<file path="config.mk">
export PLATFORM = sky130hd
export DESIGN_NAME = alu_op_sequencer
export DESIGN_NICKNAME = d
export VERILOG_FILES = /design/src/rtl/alu_op_sequencer.sv
export SDC_FILE = /design/constraint.sdc
export NUM_CORES = 1
export LEC_CHECK = 0
export CAP_MARGIN = 10
export CORE_MARGIN = 4
export CORE_UTILIZATION = 39
export DETAILED_ROUTE_END_ITERATION = 10
export GPL_TIMING_DRIVEN = 0
export PLACE_DENSITY = 0.71
export SYNTH_ARGS = -nofsm -noshare
export SYNTH_HDL_FRONTEND = slang
export SYNTH_SLANG_ARGS = --single-unit
</file>
<file path="constraint.sdc">
create_clock -name clk -period 2.52 [get_ports clk]
set_clock_uncertainty 0.1 [all_clocks]
set_input_delay 0.252 -clock clk [delete_from_list [all_inputs] [get_ports clk]]
set_output_delay 0.252 -clock clk [all_outputs]
set_load 0.01 [all_outputs]
</file>
<file path="src/rtl/alu_op_sequencer.sv">
// Registered command/result wrapper around a combinational add/subtract ALU.
// Launches operands, waits a fixed settle time, captures the result and holds it for a consumer.
module alu_op_sequencer #(
  parameter int WIDTH         = 16,
  parameter int SETTLE_CYCLES = 1
) (
  input  logic             clk,
  input  logic             rst,
  input  logic             cmd_valid,
  output logic             cmd_ready,
  input  logic [WIDTH-1:0] cmd_a,
  input  logic [WIDTH-1:0] cmd_b,
  input  logic             cmd_m,
  output logic [WIDTH-1:0] alu_a,
  output logic [WIDTH-1:0] alu_b,
  output logic             alu_m,
  input  logic [WIDTH-1:0] alu_s,
  input  logic             alu_cout,
  input  logic             alu_n,
  input  logic             alu_z,
  input  logic             alu_c,
  input  logic             alu_v,
  output logic             res_valid,
  input  logic             res_ready,
  output logic [WIDTH-1:0] res_s,
  output logic             res_cout,
  output logic [3:0]       res_flags,
  input  logic             clr_sticky,
  output logic             sticky_c,
  output logic             sticky_v,
  output logic [15:0]      op_count
);

  localparam logic [1:0] ST_IDLE   = 2'd0;
  localparam logic [1:0] ST_SETTLE = 2'd1;
  localparam logic [1:0] ST_OUT    = 2'd2;

  localparam logic [3:0] CNT_LOAD = 4'(SETTLE_CYCLES - 1);

  logic [1:0]       state_q, state_d;
  logic [3:0]       cnt_q, cnt_d;
  logic [WIDTH-1:0] alu_a_q, alu_a_d;
  logic [WIDTH-1:0] alu_b_q, alu_b_d;
  logic             alu_m_q, alu_m_d;
  logic [WIDTH-1:0] res_s_q, res_s_d;
  logic             res_cout_q, res_cout_d;
  logic [3:0]       res_flags_q, res_flags_d;
  logic             sticky_c_q, sticky_c_d;
  logic             sticky_v_q, sticky_v_d;
  logic [15:0]      op_count_q, op_count_d;
  logic             capture;

  assign capture = (state_q == ST_SETTLE) && (cnt_q == 4'd0);

  // Operand launch, settle countdown, result capture and consumer handshake.
  always_comb begin
    state_d     = state_q;
    cnt_d       = cnt_q;
    alu_a_d     = alu_a_q;
    alu_b_d     = alu_b_q;
    alu_m_d     = alu_m_q;
    res_s_d     = res_s_q;
    res_cout_d  = res_cout_q;
    res_flags_d = res_flags_q;
    op_count_d  = op_count_q;
    case (state_q)
      ST_IDLE: begin
        if (cmd_valid) begin
          alu_a_d = cmd_a;
          alu_b_d = cmd_b;
          alu_m_d = cmd_m;
          cnt_d   = CNT_LOAD;
          state_d = ST_SETTLE;
        end
      end
      ST_SETTLE: begin
        if (capture) begin
          res_s_d     = alu_s;
          res_cout_d  = alu_cout;
          res_flags_d = {alu_n, alu_z, alu_c, alu_v};
          state_d     = ST_OUT;
        end else begin
          cnt_d = cnt_q - 4'd1;
        end
      end
      ST_OUT: begin
        if (res_ready) begin
          op_count_d = op_count_q + 16'd1;
          state_d    = ST_IDLE;
        end
      end
      default: state_d = ST_IDLE;
    endcase
  end

  // A clear that lands on a capture edge keeps only the freshly captured flag.
  always_comb begin
    sticky_c_d = sticky_c_q;
    sticky_v_d = sticky_v_q;
    if (clr_sticky) begin
      sticky_c_d = capture & alu_c;
      sticky_v_d = capture & alu_v;
    end else if (capture) begin
      sticky_c_d = sticky_c_q | alu_c;
      sticky_v_d = sticky_v_q | alu_v;
    end
  end

  always_ff @(posedge clk or posedge rst) begin
    if (rst) begin
      state_q     <= ST_IDLE;
      cnt_q       <= 4'd0;
      alu_a_q     <= '0;
      alu_b_q     <= '0;
      alu_m_q     <= 1'b0;
      res_s_q     <= '0;
      res_cout_q  <= 1'b0;
      res_flags_q <= 4'd0;
      sticky_c_q  <= 1'b0;
      sticky_v_q  <= 1'b0;
      op_count_q  <= 16'd0;
    end else begin
      state_q     <= state_d;
      cnt_q       <= cnt_d;
      alu_a_q     <= alu_a_d;
      alu_b_q     <= alu_b_d;
      alu_m_q     <= alu_m_d;
      res_s_q     <= res_s_d;
      res_cout_q  <= res_cout_d;
      res_flags_q <= res_flags_d;
      sticky_c_q  <= sticky_c_d;
      sticky_v_q  <= sticky_v_d;
      op_count_q  <= op_count_d;
    end
  end

  assign cmd_ready = (state_q == ST_IDLE);
  assign res_valid = (state_q == ST_OUT);
  assign alu_a     = alu_a_q;
  assign alu_b     = alu_b_q;
  assign alu_m     = alu_m_q;
  assign res_s     = res_s_q;
  assign res_cout  = res_cout_q;
  assign res_flags = res_flags_q;
  assign sticky_c  = sticky_c_q;
  assign sticky_v  = sticky_v_q;
  assign op_count  = op_count_q;

endmodule

</file>
==> results.py, run 1 <==
metrics = {
    "timing": {
        "setup_viol": 0,
        "slew_headroom_pct": 66.8,
        "fin_crit_sh_pct": 80.7,
        "fmax_mhz": 492,
        "rsz0062_at_grt": "no",
        "worstMarginPinSlew_ps": 498,
        "finalCriticalPeriod_ps": 2030,
        "hold_viol_final": 0,
        "slew_violations": 0,
    },
    "logic_synthesis": {
        "synth.yosys.seq_area_share_pct": 61.4,
        "yosys_register_bits": 78,
        "synth_nets": 276,
        "yosys_warnings": 0,
        "synth_cell_type_count": 30,
        "netlist_area_sq_um": 3180,
        "synth_cells": 215,
        "avgSynthCellArea_sq_um": 14.8,
    },
    "worst_setup_path": {
        "cp_data_arrival_time_ps": 1680,
        "slowest_delay_ps": 600,
        "crit_cells": 2,
        "cpLargestDelayFamily": "buffers and inverters",
        "crit_path_top_delay_cell": "clkdlybuf4s50_1",
        "crit_buf_inv": 1,
        "required_ps": 2170,
        "critPathCaptureType": "output pin",
        "critPathKind": "reg -> out",
        "crit_fanout": 6,
        "critPathLaunchType": "flip-flop",
        "reg2reg_depth": 7,
        "crit_chain": "nor2b_1, clkdlybuf4s50_1",
    },
    "clock_network": {
        "clock-sinks": 78,
        "cts_buffer_depth": 2,
        "numCtsBuffers": 9,
        "insertion_delay_ps": 340,
        "cts_resized": 0,
        "postCtsSetupBuffers": 0,
        "cts_tree": "yes",
        "ctsHoldBuffers": 0,
        "clk_pin_slew_ps": 80,
        "h-tree-depth": 3,
        "clock-root-buffer": "clkbuf_8",
    },
    "place": {
        "portBuffers": 132,
        "dp.cells": 450,
        "place_hpwl_mm": 5.16,
        "place.gp.congestion": 0.701,
    },
    "worst_hold_path": {
        "hold_path.class": "in -> async",
    },
    "power_and_ir_drop": {
        "leakage_nw": 2.08,
        "ir_worst_vdd_v": 0.000567,
        "powerDensity_nw_per_um2": 1160,
        "power_mw": 5.59,
    },
    "detailed_routing": {
        "vias": 2181,
        "firstDrtPassIters": 4,
        "ant_nets": 0,
        "postRouteWirelength_mm": 6.94,
        "viasPerCell": 4.69,
        "drc_errors": 0,
        "wl_per_cell_microns": 14.9,
        "drtIter0Drc": 33,
    },
    "floorplanning": {
        "die_w_microns": 98.3,
        "dieArea_sq_um": 9650,
        "rows": 32,
        "io_pins": 133,
        "start_util_pct": 40.7,
        "die_h_microns": 98.3,
        "core-area_sq_um": 7810,
    },
    "final_layout": {
        "fill_cells": 663,
        "final_nets": 420,
        "diodes": 0,
        "final_cells": 465,
        "syn2layout_area_growth_pct": 52.3,
        "mostFrequentLayoutCells": "clkdlybuf4s50_1 (132), dfrtp_1 (78), mux2_2 (38)",
        "drive_gt1_share_pct": 22.6,
        "final_common_cell": "clkdlybuf4s50_1",
    },
    "grt": {
        "grt_pass1_wl_mm": 11.6,
        "grt_pass1_vias": 2311,
        "grt_usage_pct": 15.0,
        "overflow": 0,
        "antenna_found_initial": 0,
        "grt_max_degree": 41,
    },
    "outcome": {
        "status": "completed",
    },
    "flow_run": {
        "maxCapViolations": 0,
    },
}
## flip-flops by register name, summed over array words and instances (netlist names)
register   flops
alu_a         16
res_s         16
alu_m          1
res_flags      4
op_count      16
alu_b         16
sticky_v       1
cnt_q          4
res_cout       1
state_q        2
sticky_c       1
## cells by family after synthesis
group / share of synthesized area, %
compound gates: 1.65
xor+xnor: 4.69
fa+ha+maj: 0.788
buf+inv: 2.95
flops: 61.4
mux: 20.6
simple gates: 7.92
## final timing paths
check / startpoint / to / slack (ps)
setup / recovery: state_q[1] / res_valid / 490
hold reg to reg: op_count[15] / op_count[15] / 390
setup reg to reg: cnt_q[0] / res_s[10] / 540
hold / removal: rst / alu_a[8] / 200
min in group clk: op_count[15] / op_count[15] / 390
max in group asynchronous: rst / sticky_c / 1530
## synthesized netlist by cell type (all sizes together)
cell	n	area, sq um
o31ai	1	7.51
nand4b	1	23.8
nor2	7	28.8
o211ai	1	7.51
and2b	1	10.0
dfrtp	78	1950
mux2	53	653
inv	9	33.8
nand3	11	55.1
ha	2	25.0
and3	1	6.26
xor2	8	70.1
or2	1	6.26
buf	6	60.1
nand4	2	12.5
nand2b	1	6.26
nand2	8	30.0
a21o	1	7.51
nor2b	2	20.0
or3b	1	11.3
o21ai	6	30.0
nor4	3	31.3
xnor2	9	78.8
nor3	2	10.0
## final cells by class
| cell class | instances | area, sq um | share of cell area, % |
|---|---|---|---|
| inverter | 9 | 36.3 | 0.750 |
| tap | 102 | 128 | 2.64 |
| timing repair buffer | 133 | 1340 | 27.7 |
| multi-input combinational | 122 | 1130 | 23.4 |
| buffer | 6 | 60.1 | 1.24 |
| sequential | 78 | 1950 | 40.4 |
| clock buffer | 11 | 141 | 2.92 |
| clock inverter | 4 | 47.5 | 0.983 |
## per-stage QoR
stage                     hold slack, ps  worst slack [ps]  instance area [sq um]  util, %  setup TNS, ps
after floorplan                      259               173                   3180        -              0
after global placement               363             -1140                   4630     59.2         -88660
after detailed placement             390               475                   4650     59.5              0
after CTS                            207               446                   4840     62.0              0
after global routing                 222               350                   4840     62.0              0
final                                199               487                   4840     62.0              0
## metal layers
metal,part of all wire [%],global-route usage [%],up-vias
li1,-,-,1027
met1,44,19.8,1053
met2,46,22.3,88
met3,8.1,5.50,13
met4,1.9,6.72,0
met5,0,0,-
## power by group
group          internal [mW]  switching (mW)
logic                   1.67           0.930
clock network          0.476           0.425
registers               1.78           0.311
Power figures use the tool's default switching activity.
==> inputs of run 2 (changes only) <==
Settings changed: CORE_UTILIZATION 39 to 38, PLACE_DENSITY 0.71 to 0.72.
Clock period 2.52 ns to 1.7 ns, I/O delays scaled along.
==> results.py, run 2 (same netlist as run 1, synthesis figures left out) <==
metrics = {
    "outcome": {
        "status": "finished, violations left",
        "failed_checks": "negative setup slack",
    },
    "detailed_routing": {
        "drc_errors": 0,
        "drtIter0Drc": 21,
        "wl_met2_mm": 3.42,
        "dr_wl_met3_microns": 449,
        "vias": 2236,
        "wl_per_cell_microns": 14.7,
        "firstDrtPassIters": 3,
        "viasPerCell": 4.58,
        "wl_met1_mm": 3.25,
        "postRouteWirelength_mm": 7.19,
        "ant_nets": 0,
        "top_layer": "met4",
    },
    "final_layout": {
        "syn2layout_area_growth_pct": 63.8,
        "drive_gt1_share_pct": 30.8,
        "final_nets": 439,
        "diodes": 0,
        "design_area_sq_um": 5200,
        "fill_cells": 635,
        "mostFrequentLayoutCells": "clkdlybuf4s50_1 (130), dfrtp_1 (75), mux2_2 (34)",
        "final_common_cell": "clkdlybuf4s50_1",
    },
    "grt": {
        "grt_pass1_wl_mm": 11.3,
        "grt_pass1_vias": 2299,
        "overflow": 0,
        "grt_max_degree": 39,
        "antenna_found_initial": 0,
        "grt_usage_pct": 14.3,
    },
    "timing": {
        "fin_ws_ps": -209,
        "setup_viol": 26,
        "worstMarginPinSlew_ps": 303,
        "slew_headroom_pct": 79.6,
        "fmax_mhz": 524,
        "hold_ws_ps": 16.0,
        "setup_tns_ps": -4300,
        "slew_violations": 0,
        "finalCriticalPeriod_ps": 1910,
        "rsz0062_at_grt": "yes",
        "fin_crit_sh_pct": 112,
        "hold_viol_final": 0,
    },
    "clock_network": {
        "clk_pin_slew_ps": 90,
        "clock-sinks": 78,
        "cts_tree": "yes",
        "clock-root-buffer": "clkbuf_8",
        "numCtsBuffers": 9,
        "ctsHoldBuffers": 0,
        "cts_buffer_depth": 2,
        "insertion_delay_ps": 330,
        "h-tree-depth": 3,
    },
    "worst_hold_path": {
        "hold_path.class": "in -> async",
    },
    "power_and_ir_drop": {
        "powerDensity_nw_per_um2": 1760,
        "clkPwrFrac_pct": 16.7,
        "ir_worst_vdd_v": 0.000959,
        "p_int_mw": 6.41,
        "p_seq_share_pct": 34.1,
        "switching_share_pct": 29.8,
        "switching_power_mw": 2.73,
        "leakage_nw": 2.28,
        "power.share.combinational_pct": 49.2,
    },
    "floorplanning": {
        "start_util_pct": 38.9,
        "io_pins": 133,
        "dieArea_sq_um": 9890,
        "die_h_microns": 99.4,
        "rows": 33,
        "die_w_microns": 99.4,
        "core-area_sq_um": 8180,
    },
    "worst_setup_path": {
        "critical_path.startpoint": "cnt_q[0]",
        "critPathCaptureType": "flip-flop",
        "slowest_delay_ps": 400,
        "cp_data_arrival_time_ps": 2030,
        "cpLargestDelayFamily": "simple AND/OR/NAND/NOR gates",
        "required_ps": 1820,
        "r2r_start": "cnt_q[0]",
        "critPathKind": "reg -> reg",
        "crit_buf_inv": 3,
        "crit_fanout": 7,
        "crit_path_top_delay_cell": "dfrtp_1",
        "critPathLaunchType": "flip-flop",
        "crit_chain": "inv_2, ha_4, or3b_4, nor2b_4, buf_8, buf_12, mux2_4",
    },
    "place": {
        "dpl_worst_slack_ps": -288,
        "post_dp_cell_area_sq_um": 4670,
        "place.gp.congestion": 0.758,
        "place_hpwl_mm": 5.10,
        "portBuffers": 132,
    },
    "flow_run": {
        "maxCapViolations": 0,
    },
}
==> run 2: worst paths after layout <==
kind,end,slack (ps),cells after the start
max,res_s[3],-210,7
max in group asynchronous,state_q[0],760,4
min,res_flags[3],20,2
min reg2reg,op_count[15],390,1
max reg2reg,res_s[3],-210,7
min in group clk,sticky_c,340,2
==> run 2: per-layer routing <==
layer	GRT usage [%]	up-vias
li1	-	1064
met5	0	-
met1	19.9	1088
met4	3.89	0
met3	4.91	8
met2	21.5	76
==> run 2: through the flow <==
stage          instances  power, mW  utilization (%)
3_3_place_gp         452       6.95             56.7
5_1_grt              488       9.65             63.7
2_1_floorplan        215       5.08                -
4_1_cts              484       8.98             62.2
6_report             488       9.14             63.7
3_5_place_dp         454       7.03             57.2
==> run 2: timing repair <==
| action | CTS | global route |
|---|---|---|
| endpoints found under the setup margin | 54 | 51 |
| pin swaps | 3 | 5 |
| resized for setup | 23 | 22 |
| buffers inserted | 13 | 4 |
| gates cloned | 1 | 0 |
==> run 2: power by group through the flow <==
stage	sequential, mW	clock, mW	combinational (mW)
floorplan	3.44	0	1.64
global placement	3.12	0	3.83
detailed placement	3.15	0	3.89
CTS	3.11	1.57	4.30
global route	3.23	1.65	4.77
finish	3.11	1.53	4.49
==> run 2: layout make-up <==
type | instances | area (sq um) | share of cell area [%]
buffer | 6 | 85.1 | 1.64
clock buffer | 9 | 124 | 2.38
clock inverter | 7 | 98.8 | 1.90
inverter | 9 | 37.5 | 0.721
multi-input combinational | 122 | 1230 | 23.6
sequential | 78 | 1960 | 37.6
tap | 105 | 131 | 2.52
timing repair buffer | 152 | 1540 | 29.6
